### config.mk
export PLATFORM = sky130hd
export DESIGN_NAME = lm_event_queue
export DESIGN_NICKNAME = d
export VERILOG_FILES = /design/src/rtl/lm_event_queue.sv
export SDC_FILE = /design/constraint.sdc
export NUM_CORES = 1
export LEC_CHECK = 0
export ABC_CLOCK_PERIOD_IN_PS = 3200
export CORE_MARGIN = 5
export CORE_UTILIZATION = 55
export DETAILED_ROUTE_END_ITERATION = 10
export PLACE_DENSITY = 0.81
export REMOVE_ABC_BUFFERS = 1
export SYNTH_ARGS = -nofsm -noshare
export SYNTH_HDL_FRONTEND = slang
export SYNTH_SLANG_ARGS = --single-unit
### constraint.sdc
create_clock -name clk -period 3.2 [get_ports clk]
set_input_delay 0.64 -clock clk [delete_from_list [all_inputs] [get_ports clk]]
set_output_delay 0.64 -clock clk [all_outputs]
set_load 0.02 [all_outputs]
### src/rtl/lm_event_queue.sv
// Event queue feeding an LED decoder: a circular buffer of event codes, each
// popped code is presented for HOLD_CYCLES clocks, back-to-back when more wait.
module lm_event_queue #(
  parameter int WIDTH       = 4,
  parameter int DEPTH       = 8,
  parameter int HOLD_CYCLES = 50000000
) (
  input  logic                   clk,
  input  logic                   rst,
  input  logic [WIDTH-1:0]       wr_data,
  input  logic                   wr_valid,
  input  logic                   clear_overflow,
  output logic [WIDTH-1:0]       out_data,
  output logic                   out_valid,
  output logic [$clog2(DEPTH):0] count,
  output logic                   overflow
);

  localparam int PW = $clog2(DEPTH);
  localparam int CW = $clog2(DEPTH) + 1;
  localparam int HW = (HOLD_CYCLES > 1) ? $clog2(HOLD_CYCLES) : 1;

  typedef enum logic {
    ST_IDLE = 1'b0,
    ST_SHOW = 1'b1
  } state_t;

  state_t           state_q;
  logic [WIDTH-1:0] mem_q [DEPTH];
  logic [PW-1:0]    wr_ptr_q;
  logic [PW-1:0]    rd_ptr_q;
  logic [CW-1:0]    count_q;
  logic [CW-1:0]    count_d;
  logic             overflow_q;
  logic             overflow_d;
  logic [HW-1:0]    hold_q;
  logic [WIDTH-1:0] out_data_q;
  logic             out_valid_q;

  logic full_s;
  logic hold_last_s;
  logic pop_s;
  logic push_s;
  logic drop_s;

  assign full_s      = (count_q == CW'(DEPTH));
  assign hold_last_s = (hold_q == HW'(HOLD_CYCLES - 1));

  // Pop/push decisions and next-state of the occupancy count and sticky flag
  always_comb begin
    pop_s = 1'b0;
    if (count_q != {CW{1'b0}}) begin
      case (state_q)
        ST_IDLE: pop_s = 1'b1;
        ST_SHOW: pop_s = hold_last_s;
        default: pop_s = 1'b0;
      endcase
    end else begin
      pop_s = 1'b0;
    end

    // A full queue still accepts a write when the same edge frees a slot.
    push_s = wr_valid && (!full_s || pop_s);
    drop_s = wr_valid && !push_s;

    count_d = count_q;
    if (push_s && !pop_s) begin
      count_d = count_q + CW'(1);
    end else if (pop_s && !push_s) begin
      count_d = count_q - CW'(1);
    end else begin
      count_d = count_q;
    end

    overflow_d = overflow_q;
    if (drop_s) begin
      overflow_d = 1'b1;
    end else if (clear_overflow) begin
      overflow_d = 1'b0;
    end else begin
      overflow_d = overflow_q;
    end
  end

  // Entry storage, intentionally not reset
  always_ff @(posedge clk) begin
    if (push_s) begin
      mem_q[wr_ptr_q] <= wr_data;
    end
  end

  // Queue pointers, occupancy and overflow flag
  always_ff @(posedge clk or posedge rst) begin
    if (rst) begin
      wr_ptr_q   <= {PW{1'b0}};
      rd_ptr_q   <= {PW{1'b0}};
      count_q    <= {CW{1'b0}};
      overflow_q <= 1'b0;
    end else begin
      if (push_s) begin
        wr_ptr_q <= wr_ptr_q + PW'(1);
      end
      if (pop_s) begin
        rd_ptr_q <= rd_ptr_q + PW'(1);
      end
      count_q    <= count_d;
      overflow_q <= overflow_d;
    end
  end

  // Presentation FSM with registered outputs and hold counter
  always_ff @(posedge clk or posedge rst) begin
    if (rst) begin
      state_q     <= ST_IDLE;
      hold_q      <= {HW{1'b0}};
      out_data_q  <= {WIDTH{1'b0}};
      out_valid_q <= 1'b0;
    end else begin
      case (state_q)
        ST_IDLE: begin
          hold_q <= {HW{1'b0}};
          if (pop_s) begin
            out_data_q  <= mem_q[rd_ptr_q];
            out_valid_q <= 1'b1;
            state_q     <= ST_SHOW;
          end else begin
            out_data_q  <= {WIDTH{1'b0}};
            out_valid_q <= 1'b0;
          end
        end
        ST_SHOW: begin
          if (hold_last_s) begin
            hold_q <= {HW{1'b0}};
            if (pop_s) begin
              out_data_q  <= mem_q[rd_ptr_q];
              out_valid_q <= 1'b1;
            end else begin
              out_data_q  <= {WIDTH{1'b0}};
              out_valid_q <= 1'b0;
              state_q     <= ST_IDLE;
            end
          end else begin
            hold_q <= hold_q + HW'(1);
          end
        end
        default: begin
          state_q     <= ST_IDLE;
          hold_q      <= {HW{1'b0}};
          out_data_q  <= {WIDTH{1'b0}};
          out_valid_q <= 1'b0;
        end
      endcase
    end
  end

  assign out_data  = out_data_q;
  assign out_valid = out_valid_q;
  assign count     = count_q;
  assign overflow  = overflow_q;

endmodule

==> flow_summary.toml, run 1 <==
[detailed_routing]
ant_nets = 0
wl_per_cell_um = 16.6
num_vias = 2059
avgViaCountPerCell = 5.74
dr.pass1.iters = 4
drtIter0Drc = 131
route.detailed.drc = 0
wl_mm = 5.96

[clock_network]
insertion_delay_ns = 0.34
numCtsBuffers = 9
cts_max_level = 3
ctsHoldBuffers = 0
clock_sinks = 75
cts_tree = "yes"
clock_path_buffers = 2
clk_pin_slew_ns = 0.08
cts_setup_buffers = 0
clock-root-buffer = "clkbuf_8"

[power_and_ir_drop]
total_leakage_power_nw = 1.49
power_w = 0.00247
powerDensity_mw_per_mm2 = 644
peakVddDrop_uv = 375

[timing]
final_max_slew_viol_count = 0
clock_skew_ns = 0.00669
setup-violations-final = 0
slew_headroom_pct = 51.3
fmax_mhz = 329
tightest_slew_ns = 0.724
rsz0062_at_grt = "false"
finalHoldViolCount = 0
finalCriticalPeriod_ns = 3.04
min_period_over_period_pct = 95.0

[floorplanning]
die_h_um = 88.0
coreArea_mm2 = 0.00592
pin_count = 18
initial_utilization_pct = 56.5
die_area_mm2 = 0.00774
rows = 28
dieWidth_um = 88.0

[synth]
netlist.top_cell.by_area = "dfrtp_1"
synth_edf_count = 32
synthArstFlopShare_pct = 57.3
ys_types = 42
avgSynthCellArea_um2 = 13.2
synthFlopType = "dfrtp_1"
synth.most_common_cell = "dfrtp_1"
synth_top_area_share_pct = 32.2
ys_seq_elements = 75
yosysSeqAreaShare_pct = 60.9
syn-cell-area_mm2 = 0.00334
yosys_warnings = 0
synth_cells = 253
synthTopCellsByCount = "43 x dfrtp_1, 38 x nor2_1, 32 x edfxtp_1"
ys_top_cells_by_area = "dfrtp_1 32%, edfxtp_1 29%, mux4_2 5.4%, xor2_1 4.5%, nor2_1 4.3%"

[cells_and_area]
fin_cells = 359
fin_area_mm2 = 0.00383
nNetsFinal = 294
drive_gt1_share_pct = 15.8
diodes = 0
syn_to_final_growth_pct = 14.5

[setup_path]
path_buf_inv = 1
cpMostUsedCell = "ha_1"
crit_path_start_kind = "flop"
cp_top_family = "simple AND/OR/NAND/NOR gates"
slowest_stage = "or4_4"
required_ns = 3.43
crit_type = "flop to flop"
crit_fanout = 4
timing.critical_path.cells = "ha_2, nand4_2, or4_4, o21ai_2, and2_2, ha_1, inv_1, ha_1, a21o_1, a21oi_1, xnor2_1, nor2_1, xor2_1"
arrival_ns = 3.27
critPathMaxStageDelay_ns = 0.57
cp-startpoint = "hold_q[0]"
end_kind = "flop"
regToRegStartpoint = "hold_q[0]"

[place]
place_hpwl_mm = 4.10
placed_area_mm2 = 0.00360
dp.cells = 343
io_buffer_count = 17
gp_congestion = 0.772

[status]
status = "finished, final reports clean"

[worst_hold_path]
min_from = "hold_q[0]"
hp-class = "flop to flop"

[grt]
grt_pass1_vias = 2130
grt_pass1_wl_mm = 10.4
grt_use_total_pct = 18.0
grt_max_degree = 33
grt_overflow_total = 0
antenna_found_initial = 0

[run]
cap_violations = 0
==> stage by stage <==
step	hold WS [ns]	worst slack (ns)	utilization [%]	setup TNS, ns
2_1_floorplan	0.455	-0.0822	-	-0.0822
3_3_place_gp	0.467	0.258	60.8	0
3_5_place_dp	0.489	0.128	60.8	0
4_1_cts	0.499	0.124	64.6	0
5_1_grt	0.527	0.00490	64.7	0
6_report	0.500	0.160	64.7	0
==> layout by cell type, fill, tap and decap left out, types with 4 or more instances in the layout <==
| cell type | n |
|---|---|
| nand2_1 | 11 |
| nor2_1 | 38 |
| nand4_1 | 9 |
| and3_1 | 4 |
| ha_1 | 5 |
| dfrtp_1 | 43 |
| xor2_1 | 17 |
| mux2_2 | 6 |
| nor3_1 | 4 |
| a22o_1 | 4 |
| xnor2_1 | 15 |
| inv_1 | 6 |
| mux4_2 | 8 |
| clkdlybuf4s50_1 | 17 |
| edfxtp_1 | 32 |
| nand3_1 | 15 |
| clkbuf_8 | 9 |
| buf_4 | 5 |
==> cells by family after synthesis <==
family,synth area share (%)
flops,60.9
xor+xnor,8.38
mux,7.86
compound gates,2.73
simple gates,15.2
fa+ha+maj,2.84
buf+inv,2.06
==> final cells by class <==
type / instances / area [um^2]
clock buffers: 9 / 124
clock inverters: 7 / 100
fillers: 453 / 2090
inverters: 7 / 26.3
multi-input cells: 164 / 1240
flip-flops and latches: 75 / 2040
well taps: 75 / 93.8
repair buffers: 22 / 208
==> final timing paths <==
kind | depth (start not counted) | endpoint | slack, ns
max | 13 | count[3] | 0.16
min | 1 | hold_q[0] | 0.50
max reg2reg | 13 | count[3] | 0.16
min reg2reg | 1 | hold_q[0] | 0.50
max in group asynchronous | 3 | hold_q[1] | 1.87
min in group asynchronous | 2 | out_data[1] | 0.62
==> state kept, by name (all words and copies together) (netlist names) <==
| signal | flops |
|---|---|
| overflow | 1 |
| hold_q | 26 |
| wr_ptr_q | 3 |
| out_data | 4 |
| rd_ptr_q | 3 |
| count | 4 |
| out_valid | 1 |
| state_q | 1 |
| mem_q | 32 |
==> routing by layer <==
metal | global-route usage, % | part of all wire, % | up-vias
li1 | - | - | 960
met1 | 24.9 | 46 | 1021
met2 | 26.6 | 46 | 59
met3 | 3.39 | 4.4 | 19
met4 | 10.3 | 3.2 | 0
met5 | 0 | 0 | -
==> power by group <==
group / internal, W / switching [W] / total (W)
combinational: 0.000220 / 0.000222 / 0.000442
sequential: 0.00112 / 0.0000950 / 0.00121
clock: 0.000444 / 0.000367 / 0.000811
total: 0.00178 / 0.000684 / 0.00247
==> timing repair <==
action / CTS / global route
setup endpoints to repair: 0 / 1
resized for setup: 0 / 1
hold endpoints to repair: 0 / 0
(Power assumes the default switching activity.)
==> run 2, diff against run 1 <==
- SETUP_SLACK_MARGIN: default -> 0.3
==> flow_summary.toml, run 2 (synthesis gave the netlist of run 1 again) <==
[detailed_routing]
wl_per_cell_um = 16.7
route.detailed.drc = 0
wl_mm = 6.13
dr.pass1.iters = 5
ant_nets = 0
drtIter0Drc = 188
num_vias = 2099
avgViaCountPerCell = 5.73

[cells_and_area]
syn_to_final_growth_pct = 17.2
diodes = 0
largest-register = "mem_q"
drive_gt1_share_pct = 18.9
largest_reg_flops = 32
final_cell_mix = "43 x dfrtp_1, 38 x nor2_1, 32 x edfxtp_1, 17 x xor2_1, 17 x clkdlybuf4s50_1"
reg.largest.list = "mem_q (32), hold_q (26)"
final_common_cell = "dfrtp_1"
utilization_pct = 66.2
nNetsFinal = 301

[setup_path]
crit_path_start_kind = "flop"
crit_type = "flop to flop"
crit_fanout = 3
worstRegToRegCells = 13
required_ns = 3.44
end_kind = "flop"
reg2reg_slack_ns = 0.43
arrival_ns = 3.00

[worst_hold_path]
min_path_cells = 1
hp-class = "flop to flop"

[floorplanning]
rows = 28
initial_utilization_pct = 56.5
die_area_mm2 = 0.00774
die_h_um = 88.0
coreArea_mm2 = 0.00592
pin_count = 18
dieWidth_um = 88.0

[clock_network]
ctsHoldBuffers = 0
clk_pin_slew_ns = 0.08
insertion_delay_ns = 0.34
clock-root-buffer = "clkbuf_8"
clock_path_buffers = 2
cts_tree = "yes"
clock_sinks = 75
cts_max_level = 3
numCtsBuffers = 9

[grt]
grt_use_total_pct = 18.4
grt_pass1_vias = 2179
grt_overflow_total = 0
grt_pass1_wl_mm = 10.7
grt_max_degree = 33
antenna_found_initial = 0

[power_and_ir_drop]
total_leakage_power_nw = 1.54
peakVddDrop_uv = 386
powerDensity_mw_per_mm2 = 635

[timing]
slew_headroom_pct = 50.7
min_period_over_period_pct = 86.5
rsz0062_at_grt = "false"
tightest_slew_ns = 0.733
final_max_slew_viol_count = 0
fmax_mhz = 361
holdWs_ns = 0.500
finalHoldViolCount = 0
finalCriticalPeriod_ns = 2.77
setup-violations-final = 0
clock_skew_ns = 0.00675

[place]
gp_congestion = 0.772
io_buffer_count = 17
place_hpwl_mm = 4.10

[run]
cap_violations = 0

[status]
status = "finished, final reports clean"
[run 2: cell types whose count changed in the layout (fill, tap and decap cells not counted)]
cell | before | now
buf_4 | 5 | 12
ha_4 | 0 | 2
a21oi_1 | 1 | 0
a21oi_2 | 0 | 1
and2_2 | 1 | 0
and2_4 | 0 | 1
ha_1 | 5 | 4
ha_2 | 1 | 0
inv_1 | 6 | 5
inv_2 | 0 | 1
nand4_2 | 1 | 0
nand4_4 | 0 | 1
[run 2: where the power goes]
| group | leakage, nW | internal, W | switching, W | total [W] |
|---|---|---|---|---|
| sequential | 0.841 | 0.00112 | 0.0000942 | 0.00121 |
| clock | 0.102 | 0.000444 | 0.000369 | 0.000813 |
| combinational | 0.600 | 0.000233 | 0.000229 | 0.000461 |
| total | 1.54 | 0.00180 | 0.000692 | 0.00249 |
[run 2: per-stage QoR]
step | area [um^2] | total power, W | TNS (ns) | worst slack (ns) | std cells
floorplan | 3300 | 0.00150 | -0.0822 | -0.0822 | 246
global placement | 3600 | 0.00165 | 0 | 0.258 | 343
detailed placement | 3600 | 0.00167 | 0 | 0.128 | 343
CTS | 3870 | 0.00250 | 0 | 0.310 | 362
global route | 3920 | 0.00261 | 0 | 0.319 | 366
finish | 3920 | 0.00249 | 0 | 0.431 | 366
[run 2: repair_timing]
item / in CTS / in global routing
setup endpoints to repair: 1 / 1
resized for setup: 5 / 3
buffers inserted: 3 / 4
pin swaps: 3 / 5
[run 2: area by class of cell]
cell class | instances | area (um^2)
clock buffer | 9 | 124
clock inverter | 7 | 100
fill | 432 | 2000
inverter | 7 | 26.3
multi-input combinational | 164 | 1280
sequential | 75 | 2040
tap | 75 | 93.8
timing repair buffer | 29 | 260
[run 2: path summary, 6_finish.rpt]
check / from / end
max: hold_q[0] / count[3]
min: rd_ptr_q[2] / rd_ptr_q[2]
max reg2reg: hold_q[0] / count[3]
min reg2reg: rd_ptr_q[2] / rd_ptr_q[2]
max in group asynchronous: rst / hold_q[1]
min in group asynchronous: rst / out_data[1]
[run 2: per-layer routing]
layer / GRT usage (%) / share of wire [%] / vias to the layer above
li1: - / - / 974
met1: 25.3 / 43 / 1028
met2: 27.6 / 47 / 82
met3: 3.39 / 7.0 / 15
met4: 10.6 / 2.6 / 0
met5: 0 / 0 / -
[run 2: critical path, stage by stage (launching register included)]
cell	delay [ns]
dfrtp_1	0.41
ha_4	0.18
nand4_4	0.11
or4_4	0.57
o21ai_2	0.16
and2_4	0.18
ha_4	0.14
inv_2	0.05
ha_1	0.27
a21o_1	0.17
a21oi_2	0.13
xnor2_1	0.12
nor2_1	0.06
xor2_1	0.13
